==> config.mk <==
export PLATFORM = sky130hd
export DESIGN_NAME = br_resolve_queue
export DESIGN_NICKNAME = d
export VERILOG_FILES = /design/src/rtl/br_resolve_queue.sv
export SDC_FILE = /design/constraint.sdc
export NUM_CORES = 1
export LEC_CHECK = 0
export ABC_CLOCK_PERIOD_IN_PS = 4400
export CORE_UTILIZATION = 45
export CTS_BUF_LIST = sky130_fd_sc_hd__clkbuf_8
export CTS_CLUSTER_DIAMETER = 50
export DETAILED_ROUTE_END_ITERATION = 7
export PLACE_DENSITY_LB_ADDON = 0.15
export SLEW_MARGIN = 20
export SYNTH_ARGS = -nofsm -noshare
export SYNTH_HDL_FRONTEND = slang
export SYNTH_SLANG_ARGS = --single-unit
==> constraint.sdc <==
create_clock -name CLK -period 4.4 [get_ports CLK]
set_input_delay 0.88 -clock CLK [delete_from_list [all_inputs] [get_ports CLK]]
set_output_delay 0.88 -clock CLK [all_outputs]
set_load 0.01 [all_outputs]
==> src/rtl/br_resolve_queue.sv <==
// br_resolve_queue
//   In-order queue of in-flight branches sitting between fetch (which records
//   each prediction it issues) and execute (which resolves the oldest one).
//   On every resolution it drives the branch predictor's update port and, on a
//   mispredict, a one-cycle flush/redirect to fetch. It also keeps saturating
//   performance counters and sticky under/overflow flags.
//
// Ports
//   CLK, nRST                    clock, asynchronous active-low reset
//   f_push/f_index/f_predict/    fetch-side record of an issued branch
//   f_pred_target/f_pc_plus4
//   f_full                       combinational: queue holds DEPTH entries
//   ex_valid/ex_taken/ex_target  execute-side resolution of the oldest branch
//   upd_br/upd_taken/            registered predictor update (1-cycle latency)
//   upd_index/upd_target
//   mispredict/redirect_pc       registered flush pulse and correct next PC
//   count                        current occupancy
//   br_cnt/mp_cnt                saturating resolved / mispredicted counters
//   err                          sticky [0] underflow, [1] overflow
module br_resolve_queue #(
  parameter int DEPTH  = 4,
  parameter int IDX_W  = 2,
  parameter int WORD_W = 32
) (
  input  logic                       CLK,
  input  logic                       nRST,
  input  logic                       f_push,
  input  logic [IDX_W-1:0]           f_index,
  input  logic                       f_predict,
  input  logic [WORD_W-1:0]          f_pred_target,
  input  logic [WORD_W-1:0]          f_pc_plus4,
  output logic                       f_full,
  input  logic                       ex_valid,
  input  logic                       ex_taken,
  input  logic [WORD_W-1:0]          ex_target,
  output logic                       upd_br,
  output logic                       upd_taken,
  output logic [IDX_W-1:0]           upd_index,
  output logic [WORD_W-1:0]          upd_target,
  output logic                       mispredict,
  output logic [WORD_W-1:0]          redirect_pc,
  output logic [$clog2(DEPTH):0]     count,
  output logic [15:0]                br_cnt,
  output logic [15:0]                mp_cnt,
  output logic [1:0]                 err
);

  localparam int PW = $clog2(DEPTH);
  localparam int CW = PW + 1;

  typedef struct packed {
    logic [IDX_W-1:0]  index;
    logic              predict;
    logic [WORD_W-1:0] pred_target;
    logic [WORD_W-1:0] pc_plus4;
  } entry_t;

  entry_t          mem [DEPTH];
  logic [PW-1:0]   head, tail;

  // Resolution-side decode
  entry_t          head_e;
  logic            is_empty, is_full;
  logic            pop, wrong, push_ok, overflow, underflow;
  logic [WORD_W-1:0] corr_pc, new_target;

  assign is_empty = (count == '0);
  assign is_full  = (count == CW'(DEPTH));
  assign f_full   = is_full;

  assign head_e   = mem[head];
  assign pop      = ex_valid && !is_empty;
  assign underflow = ex_valid && is_empty;

  // A taken prediction to the wrong target is as wrong as a wrong direction.
  assign wrong = pop &&
                 ((head_e.predict != ex_taken) ||
                  (head_e.predict && ex_taken && (head_e.pred_target != ex_target)));

  assign corr_pc    = ex_taken ? ex_target : head_e.pc_plus4;
  // Not-taken resolutions leave the predictor's stored target untouched.
  assign new_target = ex_taken ? ex_target : head_e.pred_target;

  // A push accepted on the same edge as a mispredicted pop is on the wrong
  // path; it is squashed silently (not an overflow).
  assign push_ok  = f_push && (!is_full || pop) && !wrong;
  assign overflow = f_push && is_full && !pop;

  // Entry storage: no reset needed, occupancy tracks validity.
  always_ff @(posedge CLK) begin
    if (push_ok) begin
      mem[tail] <= '{index:       f_index,
                     predict:     f_predict,
                     pred_target: f_pred_target,
                     pc_plus4:    f_pc_plus4};
    end
  end

  // Pointers and occupancy
  always_ff @(posedge CLK or negedge nRST) begin
    if (!nRST) begin
      head  <= '0;
      tail  <= '0;
      count <= '0;
    end else if (wrong) begin
      // Flush everything younger than the mispredicted branch.
      head  <= tail;
      count <= '0;
    end else begin
      if (push_ok) tail <= tail + PW'(1);
      if (pop)     head <= head + PW'(1);
      case ({push_ok, pop})
        2'b10:   count <= count + CW'(1);
        2'b01:   count <= count - CW'(1);
        default: count <= count;
      endcase
    end
  end

  // Registered predictor update / redirect outputs
  always_ff @(posedge CLK or negedge nRST) begin
    if (!nRST) begin
      upd_br      <= 1'b0;
      upd_taken   <= 1'b0;
      upd_index   <= '0;
      upd_target  <= '0;
      mispredict  <= 1'b0;
      redirect_pc <= '0;
    end else begin
      upd_br     <= pop;
      mispredict <= wrong;
      if (pop) begin
        upd_taken  <= ex_taken;
        upd_index  <= head_e.index;
        upd_target <= new_target;
      end
      if (wrong) redirect_pc <= corr_pc;
    end
  end

  // Saturating stats and sticky error flags
  always_ff @(posedge CLK or negedge nRST) begin
    if (!nRST) begin
      br_cnt <= '0;
      mp_cnt <= '0;
      err    <= '0;
    end else begin
      if (pop   && (br_cnt != 16'hFFFF)) br_cnt <= br_cnt + 16'd1;
      if (wrong && (mp_cnt != 16'hFFFF)) mp_cnt <= mp_cnt + 16'd1;
      if (underflow) err[0] <= 1'b1;
      if (overflow)  err[1] <= 1'b1;
    end
  end

endmodule

[Word level (Yosys, flattened, before mapping)]
Memory sizes are Yosys's and may differ from the RTL's.
Cells that the tools add are included.
Operators by class
  add/sub/neg operators: 6
  equality and inequality tests: 7
  multiplexer cells: 8
  bitwise logic cells: 1
  reduce and logical (&&, ||, !) cells: 21
Operators with widths (count)
  32-bit two-way mux: 2
  16-bit by 1-bit adder with 16-bit output, second input constant: 2
  16-bit != test, second input constant: 2
  32-bit != test: 1
  1-bit logical AND: 11
  3-bit one-hot mux with 2 select lines: 1
  2-bit by 1-bit adder with 2-bit output, second input constant: 2
  1-bit zero test: 4
  2-bit two-way mux: 2
  3-bit by 1-bit adder with 3-bit output, second input constant: 1
  3-bit equality test, second input constant: 1
  3-bit zero test: 1
  3-bit two-way mux: 1
  3-bit nonzero test: 1
  3-bit by 1-bit subtractor with 3-bit output, second input constant: 1
  2-bit by 1-bit equality test with 1-bit output, second input constant: 1
  2-bit equality test, second input constant: 1
  1-bit logical OR: 2
  1-bit two-way mux: 2
  2-bit AND reduction: 1
  2-bit nonzero test: 1
  1-bit != test: 1
  1-bit inverter: 1
Word-level totals
  register bits: 110
  memory bits (writable): 268
  input port bits: 104
  output and inout bits: 107
  word-level logic and storage cells: 57
  memories: 1
Memories
  mem: words 4, width 67, rd ports 1, clocked after Yosys merged registers in 0, wr ports 1, RTL line 58  | entry_t mem [DEPTH];

[Logic depth before layout (Yosys ltp)]
Gate-level depths: netlist of run 1.
An unclocked memory read counts as a cell.
  depth in word-level cells: 10
  gate-level depth with buffers: 15
  gate-level depth less buffers: 11

[Worst setup path before layout of run 1]
OpenSTA, ideal clock, no wires.
  path type: reg-to-reg
  from: register head[1]
  to: memory mem[0][0] (netlist bit) (enable)
  setup time: 432 ps
  arrival time: 4340 ps
  required time: 3968 ps
  path slack: -372 ps
  cell stages (with the launch flop): 12
  path buffers: 5
  period minus slack after synthesis: 4772 ps
  cells stage by stage: dfrtp_1 -> buf_2 -> clkbuf_1 -> clkbuf_1 -> buf_1 -> mux4_2 -> ha_1 -> clkbuf_1 -> o21ai_0 -> a31oi_1 -> nor2_2 -> and2_1
Between the ends
  cells in the longest elaborated chain, start to end: 9
  elaborated cells between the ends (all ways): 11
  classes of those cells: eq/ne: 2; mux: 2; reduce/logical: 6; memory: 1
RTL lines
  start: declaration: RTL line 59  | logic [PW-1:0] head, tail;
  start signal: assignment: RTL line 107  | head <= tail;
  start signal: assignment: RTL line 111  | if (pop) head <= head + PW'(1);
  memory 4 x 67 bit (*)
  32-bit != test / 1-bit logical AND (equally long branches): RTL line 78  | (head_e.predict && ex_taken && (head_e.pred_target != ex_target)));
  1-bit logical AND: RTL line 78
  1-bit logical OR (*): RTL line 77  | ((head_e.predict != ex_taken) ||
  1-bit logical AND (*): RTL line 76  | assign wrong = pop &&
  1-bit zero test (*): RTL line 86  | assign push_ok = f_push && (!is_full || pop) && !wrong;
  1-bit logical AND (*): RTL line 86
  1-bit two-way mux (*): RTL line 91  | if (push_ok) begin
  1-bit two-way mux (implied by the code) (*): RTL line 92  | mem[tail] <= '{index: f_index,
  end: declaration: RTL line 58
Mark *: on every way between the ends. The rest lies on a longest branch, timed or not.

[Final worst setup path of run 1]
  from: register head[0]
  to: register count[1]
Between the ends
  cells in the longest elaborated chain, start to end: 10
  elaborated cells between the ends (all ways): 14
  classes of those cells: eq/ne: 4; mux: 2; reduce/logical: 7; memory: 1
RTL lines
  memory 4 x 67 bit (*)
  32-bit != test / 1-bit logical AND (equally long branches): RTL line 78
  1-bit logical AND: RTL line 78
  1-bit logical OR (*): RTL line 77
  1-bit logical AND (*): RTL line 76
  1-bit zero test: RTL line 86
  1-bit logical AND: RTL line 86
  2-bit by 1-bit equality test with 1-bit output / 2-bit equality test (equally long branches): RTL line 112  | case ({push_ok, pop})
  3-bit one-hot mux with 2 select lines: RTL line 112
  3-bit two-way mux: RTL line 105  | end else if (wrong) begin
  end signal: assignment: RTL line 113  | 2'b10: count <= count + CW'(1);
  end signal: assignment: RTL line 114  | 2'b01: count <= count - CW'(1);
  end signal: assignment: RTL line 115  | default: count <= count;
  end: declaration: RTL line 42  | output logic [$clog2(DEPTH):0] count,
Marks and branches as above.
A chain may end at the register's enable or synchronous reset.

==> flow_summary.yaml, run 1 <==
synth:
  async_flop_share_pct: 29.1
  ys_top_cells_by_area: "edfxtp_1, dfrtp_1, mux4_2, xnor2_1, a31oi_1"
  yosysTopAreaCell: "edfxtp_1"
  syn-num-nets: 1033
  yosys_warnings: 0
  syn_area_sq_um: 15100
  yosys_most_used_dff: "edfxtp_1"
  syn-instance-count: 921
  ys_ff_latch: 378
  synthTopCellsByCount: "edfxtp_1, dfrtp_1, nor2_1"
  yosysMostFrequentCell: "edfxtp_1"
  synth.top_cell.area_share_pct: 53.3
  seq_area_frac_synth_pct: 71.5
  synth_edf_count: 268
  syn_area_per_cell_sq_um: 16.4
  ys_types: 45
die:
  die_width_um: 185
  core_area_sq_um: 32800
  die_h_um: 185
  rows: 66
  io_pins: 211
  die-area_sq_um: 34300
  start_util_pct: 46.1
cts:
  cts_root_buf: "clkbuf_8"
  cts_max_path_buffers: 3
  h-tree-depth: 2
  path_clk_slew_ps: 60
  cts_sinks: 378
  clk_latency_ps: 600
  cts_buffers: 60
  post_cts_buffers: 0
  cts_tree: "yes"
global_route:
  grt_pass1_wl_um: 54700
  grt_usage_pct: 21.8
  grt_pass1_vias: 9125
  grt_max_degree: 98
  antenna_found_initial: 3
  overflow: 0
setup_path:
  critical_path_arrival_ps: 4390
  end_kind: "flop"
  r2r-start: "head[0]"
  path_max_fanout: 31
  critPathLaunchType: "flop"
  reg2regPathDepth: 13
  r2r_end: "count[1]"
  cp.required_ps: 4870
  reg2reg_setup_slack_ps: 480
  crit_path_start: "head[0]"
  cp-endpoint: "count[1]"
  crit_type: "flop to flop"
outcome:
  status: "finished clean"
routing:
  ant_nets: 0
  first_iter_violations: 524
  routedWlPerCell_um: 21.5
  firstDrtPassIters: 5
  via_count: 8790
  wl_um: 35700
  via_per_inst: 5.30
  drc: 0
pwr:
  ir_worst_vdd_mv: 0.283
  power-per-cell-area_nw_per_um2: 643
  power_leakage_nw: 6.76
timing:
  final-setup-viol-count: 0
  finalSetupTns_ps: 0
  drv_slew: 0
  grt_setup_unrepaired: "false"
  fin_crit_ps: 3920
  timing.fmax_mhz: 255
  skew_ps: 21.1
  slew-limit-headroom_pct: 37.6
  worst_pin_slew_ps: 937
  timing.final.crit_share_pct: 89.1
  final-hold-violation-count: 0
placement:
  gp_congestion: 0.763
  dp.cells: 1546
  dp_hpwl_um: 24100
  io_buffers: 210
min_path:
  hold_class: "primary input to asynchronous set/reset pin"
cells_and_area:
  drive_gt1_share_pct: 15.0
  diodes: 0
  ff_latch_area_sq_um: 10800
  multiInputGateArea_sq_um: 4070
  fin_cells: 1659
  nets: 1278
  filler_cell_count: 2558
  area_delta_synth_final_pct: 26.7
flow_run:
  maxCapViolCount: 0
## where the power goes
group / total (mW) / switching, mW / leakage, nW / internal, mW
clock: 3.10 / 1.36 / 0.704 / 1.73
combinational: 3.92 / 1.92 / 2.30 / 2.00
sequential: 5.28 / 0.511 / 3.75 / 4.77
## metrics by stage
step	power, mW	hold slack, ps	worst slack [ps]	instance area (sq um)	util (%)
floorplan	7.53	493	356	15100	-
global placement	9.28	437	329	17900	54.5
detailed placement	9.33	447	290	17900	54.5
CTS	12.5	336	252	19100	58.3
global route	13.0	375	223	19100	58.3
finish	12.3	333	478	19100	58.3
## routing by layer
layer | up-vias | wire, um | GRT usage [%] | share of wire (%)
met1 | 4436 | 15500 | 29.5 | 44
met2 | 279 | 17400 | 35.9 | 49
met5 | - | 41 | 0 | 0.11
met4 | 6 | 727 | 6.12 | 2.0
met3 | 56 | 2000 | 4.31 | 5.6
li1 | 4013 | - | - | -
## critical path, cell delays in order, from the launching register on
cell,delay [ps]
dfrtp_4,690
buf_12,310
mux4_2,580
xnor2_1,270
nand4_1,250
nor4_1,240
buf_4,180
a31oi_4,90
nor2_2,150
nor2_1,70
fa_1,460
nand3_1,90
a211oi_1,80
a311o_1,340
## area by class of cell
| class | instances | area share [%] |
|---|---|---|
| Sequential cell | 378 | 56.5 |
| Multi-Input combinational cell | 487 | 21.3 |
| Timing Repair Buffer | 230 | 12.5 |
| Clock buffer | 66 | 4.75 |
| Tap cell | 442 | 2.89 |
| Clock inverter | 47 | 1.86 |
| Inverter | 9 | 0.177 |
## state kept, by name, indices dropped and copies added (netlist names), 2 cells and up
name,cells
mem,268
redirect_pc,32
upd_target,32
br_cnt,16
mp_cnt,16
count,3
err,2
head,2
tail,2
upd_index,2
## cell usage in the layout (no fill, tap or decap), types with 2 or more instances in the layout
cell type and instances:
nand2_1 56, and3_1 9, nor2_1 77, nor3_1 3, ha_1 7, buf_12 12
dfrtp_1 108, inv_1 23, bufinv_16 6, a31oi_1 67, a21o_1 2, nand4_1 18
buf_4 9, nand3_1 15, mux4_2 65, clkinv_2 9, clkdlybuf4s50_1 208, nand2b_1 65
mux2_1 2, xnor2_1 57, xor2_1 5, nor4_1 6, clkbuf_8 66, mux4_1 2
a21oi_1 4, clkinv_1 15, and4_1 2, and2_4 4, edfxtp_1 268, dfrtp_4 2
## timing repair
action	4_1_cts	5_1_grt
hold buffers	0	0
gates resized for setup	0	1
endpoints found under the setup margin	0	1
## cell families (layout without fill, tap and decap cells)
| group | after synthesis | in the layout | share of synthesized area, % |
|---|---|---|---|
| buffers and inverters | 56 | 352 | 1.72 |
| AO/OA/AOI/OAI | 84 | 84 | 3.56 |
| adder cells (fa/ha/maj) | 8 | 8 | 0.712 |
| AND/OR/NAND/NOR | 262 | 262 | 8.56 |
| XOR/XNOR | 62 | 62 | 3.60 |
| flip-flops | 378 | 378 | 71.5 |
| multiplexers | 71 | 71 | 10.3 |
## worst min-delay path by stage
stage	end	depth (start not counted)	slack [ps]	startpoint
finish	br_cnt[9]	1	330	nRST
global route	upd_target[13]	1	380	nRST
CTS	br_cnt[9]	1	340	nRST
detailed placement	err[1]	1	450	err[1]
global placement	err[0]	1	440	err[0]
floorplan	err[0]	1	490	err[0]
No activity file was read; power rests on OpenSTA's default activity.
==> run 2: changes to the inputs <==
--- a/config.mk
+++ b/config.mk
@@ -10,7 +10,7 @@
 export CTS_BUF_LIST = sky130_fd_sc_hd__clkbuf_8
 export CTS_CLUSTER_DIAMETER = 50
 export DETAILED_ROUTE_END_ITERATION = 7
-export PLACE_DENSITY_LB_ADDON = 0.15
+export PLACE_DENSITY_LB_ADDON = 0.08
 export SLEW_MARGIN = 20
 export SYNTH_ARGS = -nofsm -noshare
 export SYNTH_HDL_FRONTEND = slang
==> flow_summary.yaml, run 2 (synthesis results as in run 1) <==
placement:
  pre_cts_ws_ps: 385
  gp_congestion: 0.845
  io_buffers: 210
  dp_hpwl_um: 24900
  place_area_sq_um: 17900
  dp.cells: 1554
cells_and_area:
  largest_register_ffs: 268
  drive_gt1_share_pct: 15.9
  ff_latch_area_sq_um: 10800
  layout_commonest_cell: "edfxtp_1"
  multiInputGateArea_sq_um: 4070
  stdcell_area_sq_um: 19100
  filler_cell_count: 2568
  nets: 1287
  fin_cells: 1673
  area_delta_synth_final_pct: 26.6
  fin_util_pct: 58.3
  reg.largest.list: "mem: 268 flops, redirect_pc: 32 flops, upd_target: 32 flops"
  regMostFlops: "mem"
  final_cell_mix: "edfxtp_1, clkdlybuf4s50_1, dfrtp_1"
setup_path:
  crit_path_start: "head[0]"
  reg2regPathDepth: 13
  cpPeakStageDelay_ps: 630
  crit_path_top_delay_cell: "dfrtp_4"
  path_max_fanout: 17
  r2r-start: "head[0]"
  crit_type: "flop to flop"
  critical_path_arrival_ps: 4560
  cp_num_cells: 13
  cp-endpoint: "count[2]"
  r2r_end: "count[2]"
  crit_buf_inv: 2
  path_cells: "buf_4 -> mux4_2 -> xnor2_1 -> nand4_1 -> nor4_1 -> buf_4 -> a31oi_4 -> nor2_2 -> nor2_1 -> fa_1 -> nor4_1 -> a31oi_1 -> o211ai_1"
  critPathLaunchType: "flop"
  crit_family: "simple AND/OR/NAND/NOR gates"
  reg2reg_setup_slack_ps: 360
  end_kind: "flop"
  cp.required_ps: 4920
routing:
  routedWlPerCell_um: 21.9
  drc: 0
  via_count: 8864
  via_per_inst: 5.30
  wl_um: 36600
  first_iter_violations: 542
  ant_nets: 0
  firstDrtPassIters: 5
die:
  start_util_pct: 46.1
  die-area_sq_um: 34300
  rows: 66
  die_h_um: 185
  die_width_um: 185
  core_area_sq_um: 32800
  io_pins: 211
pwr:
  ir_worst_vdd_mv: 0.352
  total_power_mw: 12.2
  power-per-cell-area_nw_per_um2: 640
  power_leakage_nw: 6.77
cts:
  cts_sinks: 378
  cts_buffers: 61
  cts_max_path_buffers: 3
  cts_tree: "yes"
  post_cts_buffers: 0
  path_clk_slew_ps: 60
  cts_root_buf: "clkbuf_8"
  h-tree-depth: 2
  clk_latency_ps: 620
  post_cts_resized: 0
  cts_hold_buf: 0
global_route:
  antenna_found_initial: 4
  grt_usage_pct: 21.9
  overflow: 0
  grt_max_degree: 84
  grt_pass1_vias: 9017
  grt_pass1_wl_um: 54300
timing:
  skew_ps: 22.3
  worst_pin_slew_ps: 894
  timing.final.crit_share_pct: 91.7
  timing.fmax_mhz: 248
  hold-worst-slack_ps: 308
  grt_setup_unrepaired: "false"
  slew-limit-headroom_pct: 40.4
  drv_slew: 0
  layout_setup_ws_ps: 364
  finalSetupTns_ps: 0
  final-hold-violation-count: 0
  final-setup-viol-count: 0
  fin_crit_ps: 4040
outcome:
  status: "finished clean"
min_path:
  hold_class: "primary input to asynchronous set/reset pin"
flow_run:
  maxCapViolCount: 0
## run 2: power breakdown
group | internal (mW) | switching, mW | leakage (nW)
Combinational | 2.01 | 1.95 | 2.33
Sequential | 4.77 | 0.506 | 3.75
Clock | 1.60 | 1.39 | 0.690
## run 2: layer usage
metal	global-route usage (%)	vias up	wire length, um
li1	-	4029	-
met1	29.3	4453	15200
met2	35.9	307	17900
met3	4.74	73	2560
met4	7.11	2	922
met5	0	-	13
## run 2: cell type report
class,count,area share [%]
sequential,378,56.5
clock inverter,48,1.55
multi-input combinational,487,21.3
tap,442,2.89
inverter,9,0.177
antenna,3,0.0393
clock buffer,68,4.90
timing repair buffer,238,12.6
## run 2: worst min-delay path by stage
stage               slack [ps]   endpoint  startpoint  cells after the start
floorplan                  490     err[0]      err[0]                      1
global placement           450     err[1]      err[1]                      1
detailed placement         450     err[0]      err[0]                      1
CTS                        300  br_cnt[4]        nRST                      1
global route               320  br_cnt[4]        nRST                      1
finish                     310  br_cnt[4]        nRST                      1
==> run 3: changes to the inputs <==
--- a/config.mk
+++ b/config.mk
@@ -5,7 +5,7 @@
 export SDC_FILE = /design/constraint.sdc
 export NUM_CORES = 1
 export LEC_CHECK = 0
-export ABC_CLOCK_PERIOD_IN_PS = 4400
+export ABC_CLOCK_PERIOD_IN_PS = 5000
 export CORE_UTILIZATION = 45
 export CTS_BUF_LIST = sky130_fd_sc_hd__clkbuf_8
 export CTS_CLUSTER_DIAMETER = 50
==> constraint.sdc (replaced) <==
create_clock -name CLK -period 5 [get_ports CLK]
set_input_delay 1 -clock CLK [delete_from_list [all_inputs] [get_ports CLK]]
set_output_delay 1 -clock CLK [all_outputs]
set_load 0.01 [all_outputs]
==> flow_summary.yaml, run 3 (synthesis results as in run 1) <==
outcome:
  status: "finished clean"
cts:
  cts_buffers: 60
  cts_hold_buf: 0
  path_clk_slew_ps: 60
  post_cts_buffers: 0
  cts_root_buf: "clkbuf_8"
  h-tree-depth: 2
  cts_tree: "yes"
  clk_latency_ps: 610
  post_cts_resized: 0
  cts_max_path_buffers: 3
  cts_sinks: 378
die:
  die-area_sq_um: 34300
  die_h_um: 185
  die_width_um: 185
  core_area_sq_um: 32800
  start_util_pct: 46.1
  io_pins: 211
  rows: 66
routing:
  routedWlPerCell_um: 22.0
  via_count: 8904
  firstDrtPassIters: 4
  via_per_inst: 5.34
  drc: 0
  ant_nets: 0
  wl_um: 36700
  first_iter_violations: 535
timing:
  finalSetupTns_ps: 0
  fin_crit_ps: 4330
  timing.final.crit_share_pct: 86.6
  layout_setup_ws_ps: 669
  final-setup-viol-count: 0
  skew_ps: 22.9
  slew-limit-headroom_pct: 40.9
  worst_pin_slew_ps: 886
  final-hold-violation-count: 0
  timing.fmax_mhz: 231
  grt_setup_unrepaired: "false"
  drv_slew: 0
flow_run:
  maxCapViolCount: 0
setup_path:
  r2r-start: "head[0]"
  end_kind: "flop"
  path_max_fanout: 27
  critPathLaunchType: "flop"
  critical_path_arrival_ps: 4810
  crit_path_start: "head[0]"
  cp.required_ps: 5480
  crit_type: "flop to flop"
cells_and_area:
  nets: 1284
  regMostFlops: "mem"
  final_cell_mix: "edfxtp_1, clkdlybuf4s50_1, dfrtp_1"
  layout_commonest_cell: "edfxtp_1"
  largest_register_ffs: 268
  stdcell_area_sq_um: 19100
  fin_cells: 1667
  reg.largest.list: "mem: 268 flops, redirect_pc: 32 flops, upd_target: 32 flops"
  drive_gt1_share_pct: 15.5
  area_delta_synth_final_pct: 26.3
global_route:
  antenna_found_initial: 4
  grt_max_degree: 84
  grt_pass1_vias: 8978
  grt_pass1_wl_um: 55100
  overflow: 0
  grt_usage_pct: 22.1
pwr:
  ir_worst_vdd_mv: 0.292
  power_leakage_nw: 6.78
  power-per-cell-area_nw_per_um2: 562
min_path:
  hold_start: "err[0]"
  hold_class: "flop to flop"
placement:
  dp_hpwl_um: 24700
  pre_cts_ws_ps: 673
  io_buffers: 210
  gp_congestion: 0.790
  place_area_sq_um: 17900
  dp.cells: 1552
==> run 3: final timing paths <==
kind                            cells after the start        end  slack [ps]
worst max-delay path                               12   count[1]         670
worst min-delay path                                1     err[0]         460
worst max register to register                     12   count[1]         670
worst min register to register                      1     err[0]         460
max in group asynchronous                           2    head[1]        3680
min in group asynchronous                           1  br_cnt[2]         510
==> run 3: layout make-up <==
cell class                 count  area [sq um]
multi-input combinational    487          4070
fill                        2614         13700
clock buffer                  72           991
tap                          442           553
timing repair buffer         236          2390
clock inverter                42           230
antenna                        1          2.50
sequential                   378         10800
inverter                       9          33.8
==> run 3: stage by stage <==
| step | hold slack, ps | power, mW | utilization (%) |
|---|---|---|---|
| 2_1_floorplan | 493 | 6.64 | - |
| 3_3_place_gp | 445 | 8.19 | 54.4 |
| 3_5_place_dp | 447 | 8.23 | 54.4 |
| 4_1_cts | 460 | 10.9 | 58.2 |
| 5_1_grt | 481 | 11.3 | 58.2 |
| 6_report | 457 | 10.7 | 58.2 |
==> run 3: metal layers <==
layer  wire [um]  vias to the layer above  track usage, %  share of wire [%]
met5          36                        -               0              0.098
met4         820                        6            6.74                2.2
met3        2260                       56            4.50                6.2
met2       18000                      313            36.1                 49
met1       15600                     4501            30.0                 42
li1            -                     4028               -                  -
==> run 3: worst max-delay path, stage by stage (launching register included) <==
cell	delay, ps
dfrtp_4	810
buf_4	320
mux4_2	560
xnor2_1	160
nand4_1	170
nor4_1	570
a31oi_4	160
nor2_2	350
nor2_1	110
fa_1	480
nand3_1	80
a211oi_1	80
a311o_1	340
==> run 3: report_power, final <==
part | total, mW | leakage [nW] | internal (mW) | switching [mW]
Combinational | 3.42 | 2.32 | 1.76 | 1.66
Clock | 2.61 | 0.704 | 1.41 | 1.20
Sequential | 4.70 | 3.75 | 4.20 | 0.499
Total | 10.7 | 6.78 | 7.36 | 3.36
